==> config.mk <==
export PLATFORM = sky130hd
export DESIGN_NAME = mult_seq_controller
export DESIGN_NICKNAME = d
export VERILOG_FILES = /design/src/rtl/mult_pkg.sv /design/src/rtl/mult_iter_counter.sv /design/src/rtl/mult_seq_controller.sv
export SDC_FILE = /design/constraint.sdc
export NUM_CORES = 1
export LEC_CHECK = 0
export CAP_MARGIN = 10
export CORE_MARGIN = 1.5
export CORE_UTILIZATION = 34
export DETAILED_ROUTE_END_ITERATION = 16
export PLACE_DENSITY = 0.89
export SYNTH_ARGS = -nofsm -noshare
export SYNTH_HDL_FRONTEND = slang
export SYNTH_SLANG_ARGS = --single-unit
==> constraint.sdc <==
create_clock -name clk -period 1.68 [get_ports clk]
set_input_delay 0.252 -clock clk [delete_from_list [all_inputs] [get_ports clk]]
set_output_delay 0.252 -clock clk [all_outputs]
set_load 0.02 [all_outputs]
==> src/rtl/mult_pkg.sv <==
// rtl/mult_pkg.sv - shared types and sizing helpers for the shift-add multiplier controller
package mult_pkg;

  localparam int DEFAULT_WIDTH = 64;

  typedef enum logic [1:0] {
    IDLE = 2'd0,
    RUN  = 2'd1,
    DONE = 2'd2
  } state_t;

  function automatic int cnt_w(input int width);
    return $clog2(width);
  endfunction

  localparam int CNT_W = cnt_w(DEFAULT_WIDTH);

endpackage

==> src/rtl/mult_iter_counter.sv <==
// rtl/mult_iter_counter.sv - iteration counter with clear, enable and last-count flag
module mult_iter_counter
  import mult_pkg::*;
#(
  parameter int WIDTH = DEFAULT_WIDTH,
  parameter int CW    = cnt_w(WIDTH)
) (
  input  logic clk,
  input  logic reset_n,
  input  logic clr,
  input  logic en,
  output logic last
);

  logic [CW-1:0] cnt;

  always_ff @(posedge clk or negedge reset_n) begin
    if (!reset_n) begin
      cnt <= '0;
    end else if (clr) begin
      cnt <= '0;
    end else if (en) begin
      cnt <= cnt + CW'(1);
    end
  end

  // Exit compares at WIDTH-1, so the counter never wraps inside an operation.
  assign last = (cnt == CW'(WIDTH - 1));

endmodule

==> src/rtl/mult_seq_controller.sv <==
// rtl/mult_seq_controller.sv - shift-add multiplier sequencer; MULT_ZERO_BYPASS_EN skips RUN for zero operands
module mult_seq_controller
  import mult_pkg::*;
#(
  parameter int WIDTH = DEFAULT_WIDTH
) (
  input  logic             clk,
  input  logic             reset_n,
  input  logic             start_valid,
  output logic             start_ready,
  input  logic [WIDTH-1:0] multiplicand_in,
  input  logic [WIDTH-1:0] multiplier_in,
  input  logic             prod_lsb,
  output logic [WIDTH-1:0] prod_init_data,
  output logic             prod_init_wr,
  output logic             prod_wr,
  output logic             prod_sh_right,
  output logic [WIDTH-1:0] mcand_out,
  output logic             busy,
  output logic             result_valid,
  input  logic             result_ready
);

  state_t           state_q;
  state_t           state_d;
  logic [WIDTH-1:0] mcand_q;
  logic             accept;
  logic             cnt_last;

  assign accept = (state_q == IDLE) && start_valid;

`ifdef MULT_ZERO_BYPASS_EN
  logic zero_op;
  assign zero_op = (multiplicand_in == '0) || (multiplier_in == '0);
`endif

  always_ff @(posedge clk or negedge reset_n) begin
    if (!reset_n) begin
      state_q <= IDLE;
      mcand_q <= '0;
    end else begin
      state_q <= state_d;
      if (accept) begin
        mcand_q <= multiplicand_in;
      end
    end
  end

  always_comb begin
    state_d = state_q;
    case (state_q)
      IDLE: begin
        if (start_valid) begin
`ifdef MULT_ZERO_BYPASS_EN
          state_d = zero_op ? DONE : RUN;
`else
          state_d = RUN;
`endif
        end
      end
      RUN: begin
        if (cnt_last) begin
          state_d = DONE;
        end
      end
      DONE: begin
        if (result_ready) begin
          state_d = IDLE;
        end
      end
      default: state_d = IDLE;
    endcase
  end

  // The product register LSB selects add-and-shift versus plain shift each RUN cycle.
  always_comb begin
    start_ready    = (state_q == IDLE);
    busy           = (state_q == RUN);
    result_valid   = (state_q == DONE);
    prod_init_wr   = accept;
    prod_wr        = (state_q == RUN) && prod_lsb;
    prod_sh_right  = (state_q == RUN) && !prod_lsb;
`ifdef MULT_ZERO_BYPASS_EN
    prod_init_data = (start_valid && zero_op) ? '0 : multiplier_in;
`else
    prod_init_data = multiplier_in;
`endif
  end

  assign mcand_out = mcand_q;

  mult_iter_counter #(
    .WIDTH (WIDTH)
  ) u_iter_counter (
    .clk     (clk),
    .reset_n (reset_n),
    .clr     (accept),
    .en      (state_q == RUN),
    .last    (cnt_last)
  );

endmodule
* Yosys cells after proc, flatten, opt, wreduce, memory -nomap -nowiden
Cells that the tools add are included.
** Storage, ports and cells
- Output and inout bits :: 134
- Input port bits :: 133
- Latch bits :: 0
- Memories :: 0
- Bits in writable memories :: 0
- Bits in read-only memories :: 0
- Bits in registers :: 72
** Operators by class
- Muxes and demuxes :: 6
- Shift-type cells :: 0
- Bitwise gates (word level) :: 0
- Add/subtract/negate cells :: 1
- Eq/ne operators :: 6
- Reduce and logical (&&, ||, !) cells :: 7
- Div/mod/pow operators :: 0
- Magnitude comparators :: 0
- $mul :: 0
** Operators with widths (count)
- two-way mux 6 bit :: 2
- adder 6 x 1 -> 6 bit, second input constant :: 1
- equality test 6 bit, second input constant :: 1
- two-way mux 2 bit :: 3
- case mux 2 bit (3 select lines) :: 1
- inequality test 2 x 1 -> 1 bit, second input constant :: 2
- logical AND 1 bit :: 3
- AND reduction 3 bit :: 1
- equality test 2 x 1 -> 1 bit, second input constant :: 1
- equality test 2 bit, second input constant :: 1
- logical NOT 2 bit :: 1
- inequality test 2 bit, second input constant :: 1
- nonzero test 2 bit :: 1
- logical NOT 1 bit :: 1

* Logic depth before layout (Yosys ltp)
Gate-level depths: netlist of run 1.
- Word-level depth :: 3
- Depth in mapped cells :: 5

* By module
From an unflattened synthesis of run 1, not the netlist that was laid out.
** Second synthesis, totals
- Cells, all modules :: 240
- Area, all modules :: 3274.4 µm²
** Modules (own cells, without submodules)
- mult_seq_controller :: cells each 212, area each 2992.9 µm², seq. area each 1651.6 µm², instances 1
- mult_iter_counter :: cells each 28, area each 281.5 µm², seq. area each 150.1 µm², instances 1

* Worst setup path before layout of run 1
OpenSTA, ideal clock, no wires.
- Kind :: reg2reg
- From :: register state_q[0]
- To :: register mcand_q[0], in the netlist mcand_out[0]
- Slack :: 176 ps
- Buffers on the path :: 2
- Arrival :: 1379 ps
- Required time :: 1555 ps
- Cell stages (with the launch flop) :: 5
- Library setup time :: 125 ps
- Cells stage by stage :: dfrtp_1 -> or3b_1 -> buf_6 -> buf_12 -> mux2_4
** Between the ends
- Cells in the longest elaborated chain, start to end :: 2
** RTL lines
- from (decl) :: RTL line mult_seq_controller.sv:24 : state_t state_q;
- from (signal assigned) :: RTL line mult_seq_controller.sv:42 : state_q <= state_d;
- logical NOT 2 bit :: RTL line mult_seq_controller.sv:30 : assign accept = (state_q == IDLE) && start_valid;
- logical AND 1 bit :: RTL line mult_seq_controller.sv:30
- to (signal assigned) :: RTL line mult_seq_controller.sv:44 : mcand_q <= multiplicand_in;
- to (decl) :: RTL line mult_seq_controller.sv:26 : logic [WIDTH-1:0] mcand_q;
Every way passes these cells.
A chain may end at the register's enable or synchronous reset.

* Final worst setup path of run 1
- From :: register state_q[0]
- To :: register mcand_q[61], in the netlist mcand_out[61]
Same word-level chain as after synthesis.

==> reports/summary.txt, run 1 <==
Port buffer count - 138
Gr usage total - 0.1408
CP max stage delay - 0.43 ns
Clk slew on worst S/H paths - 0.08 ns
Max-Cap Viols - 0
Number of CTS-inserted buffers - 9
Max FO, Critical Path - 22
Post-synth EDFFs - 0
Wirelength, routed - 8.124 mm
CP Class - reg -> reg
Most used DFF post-synth - dfrtp_1
Worst Setup Slack post-DPL - -0.3389 ns
CTS Buffer Depth - 2
DRT Pass-1 Iters - 6
Clock Latency Late Sink - 0.34 ns
Max-slew violation count - 0
Vias - 2125
CP Launch Type - flop
Max Clock Skew - 0.006222 ns
Vias per std cell - 4.493
Setup TNS Final - 0 ns
CTS tree - built
Max-slew headroom - 0.6512
Final nets - 466
Post-route ant nets - 0
RR Startpoint - state_q[0]
Routed WL per cell - 17.18 µm
Worst Path Required - 1.91 ns
Top cells by area, synth - dfrtp_1 50%, mux2_4 26%, buf_4 13%
Crit path buf inv count - 2
Initial Utilization - 0.3487
Final Hold Fails - 0
Clk sinks - 72
Global-route wire length before repair - 12.03 mm
DRC - 0
Tot Pwr - 9.909 mW
Die area - 0.01116 mm²
Crit-path cells - or3b_4, buf_6, clkbuf_16, mux2_4
Mapped Area - 0.003583 mm²
Post-synth top area cell - dfrtp_1
FP Rows - 37
Drt first-iter violations - 54
Cells after DPL - 454
Core Area - 0.01028 mm²
Die X-Extent - 105.7 µm
Synth top cells by count - 72 x dfrtp_1, 64 x buf_4, 62 x mux2_4
Layout cells sized above 1 - 0.2908
Sequential fraction of the synthesis area - 0.5028
Worst Setup End Kind - flop
Cell with the largest stage delay on the worst path - or3b_4
Crit share post-route - 0.9779
Die height - 105.7 µm
RSZ-0062 raised after global routing - true
Status - finished, final reports clean
HP Class - in -> async
Critical Path Start - state_q[0]
Initial antenna violation count - 0
Synth Register Bits - 72
Mean Syn Cell Area - 14.75 µm²
H-Tree Depth - 3
Non-filler cells in the finished layout - 473
Final core utilization - 0.4739
Vias in the first global route - 2273
Worst setup margin - 0.03710 ns
Minimum clock period - 1.643 ns
Fmax - 0.6087 GHz
Root buf cell - clkbuf_8
Worst slew pin tran - 0.5233 ns
Synth Instances - 243
Pwr/cell area - 2034 mW/mm²
P_leak - 2.309 nW
Finish-stage setup viols - 0
WP data arrival - 1.87 ns
Layout area overhead - 35.93%
Top-area cell type share of the netlist area - 0.5028
Largest net degree at the start of global routing - 46
HPWL Detailed - 5.840 mm
Gr ovfl total - 0
N_diodes - 0
IO Count - 267
Maximum vdd ir drop - 878.5 µV
Mapped Nets - 377
Yosys warns - 0
Async SR Flop Fraction - 1.000
Family with the most delay on the worst path - simple AND/OR/NAND/NOR gates
Most common cell in the netlist - dfrtp_1
Unique masters post-synth - 24
GP Congestion - 0.6711
==> worst min-delay path, stage by stage <==
cell           delay, ns
dlygate4sd3_1       0.54
buf_2               0.12
buf_4               0.35
==> logic make-up after synthesis <==
logic type,count (synthesis),synth area share
XOR/XNOR,2,0.004889
adder cells (fa/ha/maj),1,0.003491
buffers and inverters,77,0.1791
AND/OR/NAND/NOR,20,0.03038
AO/OA/AOI/OAI,6,0.01048
multiplexers,65,0.2689
flip-flops,72,0.5028
==> registers in the layout (all words and copies together) (netlist names) <==
name                flops
mcand_out              64
u_iter_counter.cnt      6
state_q                 2
==> per-layer routing <==
| metal | GRT usage | vias up | wire [µm] |
|---|---|---|---|
| met5 | 0 | - | 0 |
| met4 | 0.09459 | 0 | 350 |
| met3 | 0.04947 | 45 | 620 |
| met2 | 0.2268 | 111 | 4015 |
| met1 | 0.1562 | 1038 | 3137 |
| li1 | - | 931 | - |
==> final timing paths <==
path / end / depth (start not counted) / slack [ns]
min in group clk: u_iter_counter.cnt[5] / 1 / 0.50
hold / removal: mcand_out[30] / 3 / 0.50
setup / recovery: mcand_out[61] / 4 / 0.04
hold reg to reg: u_iter_counter.cnt[5] / 1 / 0.50
setup reg to reg: mcand_out[61] / 4 / 0.04
max in group asynchronous: mcand_out[12] / 3 / 0.76
==> area by class of cell <==
cell class | count | area [µm²]
Fill cell | 909 | 5406
Sequential cell | 72 | 1802
Timing Repair Buffer | 151 | 1510
Multi-Input combinational cell | 94 | 1142
Tap cell | 136 | 170.2
Clock buffer | 12 | 155.1
Clock inverter | 4 | 76.32
Inverter | 4 | 15.01
==> cells in the final DEF (no fill, tap or decap), types with 3 or more instances in the layout <==
master	synthesis	routed
mux2_4	62	62
inv_1	4	4
o21ai_0	4	4
nand3_1	8	8
nand2_1	3	3
clkdlybuf4s50_1	0	131
dfrtp_1	72	72
clkbuf_8	0	11
buf_2	0	3
buf_4	64	10
==> what timing repair did <==
action	4_1_cts	5_1_grt
endpoints found under the setup margin	24	48
endpoints found under the hold margin	72	0
hold buffers	1	0
resized for setup	17	7
gates cloned	0	1
buffers inserted	1	0
==> metrics by stage <==
stage / hold WS, ns / cell area [µm²]
floorplan: -0.04359 / 3583
global placement: 0.2934 / 4591
detailed placement: 0.3120 / 4591
CTS: 0.4781 / 4828
global route: 0.4896 / 4871
finish: 0.4979 / 4871
==> report_power, final <==
part	total [mW]	switching [mW]	internal, mW
clock	1.57	0.647	0.921
sequential	3.18	0.559	2.62
combinational	5.16	2.13	3.03
total	9.91	3.34	6.57
Power figures use the tool's default switching activity.
==> inputs of run 2 (changes only) <==
- ABC_AREA: unset -> 1
- ABC_CLOCK_PERIOD_IN_PS: unset -> 1680
- CAP_MARGIN: 10 -> 20
- CORE_UTILIZATION: 34 -> 33
- PLACE_DENSITY: 0.89 -> 0.9
==> reports/summary.txt, run 2 <==
Status - finished, final reports clean (unchanged)
Top-area cell type share of the netlist area - 0.5393 (was 0.5028)
HPWL Detailed - 5.906 mm (was 5.840 mm)
Synth Register Bits - 72 (unchanged)
H-Tree Depth - 3 (unchanged)
Cell with the largest stage delay on the worst path - clkdlybuf4s50_1 (was or3b_4)
Clk slew on worst S/H paths - 0.08 ns (about the same)
RSZ-0062 raised after global routing - false (was true)
Die area - 0.01074 mm² (was 0.01116 mm²)
CTS tree - built (unchanged)
Finish-stage setup viols - 0 (unchanged)
Mean Syn Cell Area - 8.501 µm² (was 14.75 µm²)
DRT Pass-1 Iters - 4 (was 6)
Post-route ant nets - 0 (unchanged)
Maximum vdd ir drop - 862.4 µV (was 878.5 µV)
HP Class - in -> async (unchanged)
Family with the most delay on the worst path - buffers and inverters (was simple AND/OR/NAND/NOR gates)
IO Count - 267 (unchanged)
Crit share post-route - 0.9406 (was 0.9779)
DRC - 0 (unchanged)
Non-filler cells in the finished layout - 609 (was 473)
Most frequent cells in the layout - 205 x nand2_1, 131 x clkdlybuf4s50_1, 72 x dfrtp_1 (was 131 x clkdlybuf4s50_1, 72 x dfrtp_1, 62 x mux2_4)
Routed WL per cell - 13.17 µm (was 17.18 µm)
Vias - 2698 (was 2125)
Port buffer count - 138 (unchanged)
Worst Setup End Kind - output port (was flop)
Synth Instances - 393 (was 243)
CP max stage delay - 0.63 ns (was 0.43 ns)
Die height - 103.6 µm (was 105.7 µm)
Unique masters post-synth - 18 (was 24)
Core Area - 0.009774 mm² (was 0.01028 mm²)
Final core utilization - 0.4666 (was 0.4739)
Max reg flops - 64 (unchanged)
Minimum clock period - 1.580 ns (was 1.643 ns)
Layout cells sized above 1 - 0.06303 (was 0.2908)
Async SR Flop Fraction - 1.000 (unchanged)
Crit-path cells - clkdlybuf4s50_1 (was or3b_4, buf_6, clkbuf_16, mux2_4)
Commonest non-fill, non-tap cell in the layout - nand2_1 (was clkdlybuf4s50_1)
Clk sinks - 72 (unchanged)
Drt first-iter violations - 98 (was 54)
Max FO, Critical Path - 2 (was 22)
Mapped Area - 0.003341 mm² (was 0.003583 mm²)
Post-synth EDFFs - 0 (unchanged)
Global-route wire length before repair - 13.12 mm (was 12.03 mm)
Max Clock Skew - 0.008405 ns (was 0.006222 ns)
Initial antenna violation count - 0 (unchanged)
Synth top cells by count - 206 x nand2_1, 72 x dfrtp_1, 65 x buf_4 (was 72 x dfrtp_1, 64 x buf_4, 62 x mux2_4)
Post-synth top area cell - dfrtp_1 (unchanged)
Max-Cap Viols - 0 (unchanged)
Largest net degree at the start of global routing - 41 (was 46)
Final Hold Fails - 0 (unchanged)
Vias in the first global route - 2801 (was 2273)
FP Rows - 36 (was 37)
Sequential fraction of the synthesis area - 0.5393 (was 0.5028)
Top cells by area, synth - dfrtp_1 54%, nand2_1 23%, buf_4 15% (was dfrtp_1 50%, mux2_4 26%, buf_4 13%)
Final nets - 606 (was 466)
CP Class - reg -> out (was reg -> reg)
CP Launch Type - flop (unchanged)
Max-slew headroom - 0.6914 (was 0.6512)
Die X-Extent - 103.6 µm (was 105.7 µm)
# fillers - 928 (was 909)
WP data arrival - 1.33 ns (was 1.87 ns)
Yosys warns - 0 (unchanged)
Mapped Nets - 527 (was 377)
Setup TNS Final - 0 ns (unchanged)
CTS Buffer Depth - 2 (unchanged)
Wirelength, routed - 8.019 mm (was 8.124 mm)
Initial Utilization - 0.3418 (was 0.3487)
Layout area overhead - 36.52% (was 35.93%)
Worst slew pin tran - 0.4628 ns (was 0.5233 ns)
Gr usage total - 0.1523 (was 0.1408)
Clock Latency Late Sink - 0.33 ns (was 0.34 ns)
Max-slew violation count - 0 (unchanged)
Pwr/cell area - 1727 mW/mm² (was 2034 mW/mm²)
P_leak - 2.246 nW (was 2.309 nW)
Gr ovfl total - 0 (unchanged)
Root buf cell - clkbuf_8 (unchanged)
Cells after DPL - 593 (was 454)
Most used DFF post-synth - dfrtp_1 (unchanged)
N_diodes - 0 (unchanged)
Worst Path Required - 1.43 ns (was 1.91 ns)
Vias per std cell - 4.430 (was 4.493)
Fmax - 0.6328 GHz (was 0.6087 GHz)
GP Congestion - 0.7545 (was 0.6711)
Number of CTS-inserted buffers - 9 (unchanged)
Most common cell in the netlist - nand2_1 (was dfrtp_1)
Crit path buf inv count - 1 (was 2)
Postcts setup bufs - 0 (was 1)
[run 2: cell count changes in the layout (fill, tap and decap cells not counted), sizes merged, moves of 3 or more]
cell / delta
nand2: +204
nor2: +8
inv: +6
buf: -9
clkdlybuf4s15: +3
mux2: -64
[run 2: cell families after synthesis]
logic type / after synthesis / share of synthesized area
and+or+nand+nor: 227 / 0.2622
buffers and inverters: 88 / 0.1869
DFF: 72 / 0.5393
AOI/OAI and AO/OA: 5 / 0.007864
adders and majority gates: 1 / 0.003745
[run 2: path summary, 6_finish.rpt]
path                                     from       endpoint  slack (ns)  cells after the start
max                             mcand_out[48]  mcand_out[48]         0.1                      1
min                                   reset_n  mcand_out[62]        0.43                      2
max reg2reg                        state_q[0]  mcand_out[40]        0.17                      7
min reg2reg                     mcand_out[38]  mcand_out[38]        0.48                      2
max in group asynchronous             reset_n  mcand_out[24]        0.69                      3
min in group clk           multiplicand_in[3]   mcand_out[3]        0.44                      3
[run 2: stage by stage]
stage          area, µm²  setup WS (ns)  power, mW  hold WS [ns]
3_3_place_gp        4377       -0.05337      6.580        0.2347
2_1_floorplan       3341         0.4016      4.967      -0.04359
4_1_cts             4557       0.005416      7.976        0.4092
6_report            4561        0.09983      7.875        0.4323
3_5_place_dp        4377        -0.1544      6.709        0.2463
5_1_grt             4561        0.01432      8.366        0.4280
[run 2: where the power goes]
part	switching [mW]	internal [mW]	total, mW	leakage (nW)
combinational	1.88	1.78	3.66	1.26
clock	0.615	0.605	1.22	0.0882
sequential	0.477	2.52	3.00	0.894
total	2.97	4.90	7.88	2.25
[run 2: layout make-up]
type	count	area, µm²	area share
clock buffer	12	155.1	0.03402
clock inverter	3	17.52	0.003841
inverter	10	37.54	0.008230
multi-input combinational	233	917.1	0.2011
sequential	72	1802	0.3951
tap	133	166.4	0.03649
timing repair buffer	146	1465	0.3213
[run 2: per-layer routing]
metal	vias up	track usage	part of all wire
li1	1275	-	-
met4	0	0.09425	0.032
met3	33	0.05098	0.080
met2	134	0.2605	0.49
met1	1256	0.1622	0.39
met5	-	0	0
[run 2: timing repair]
item                                    in CTS  in global routing
endpoints found under the setup margin       6                  6
hold buffers                                 1                  0
gates resized for setup                     10                  5
gates cloned                                 0                  0
endpoints found under the hold margin       34                  0
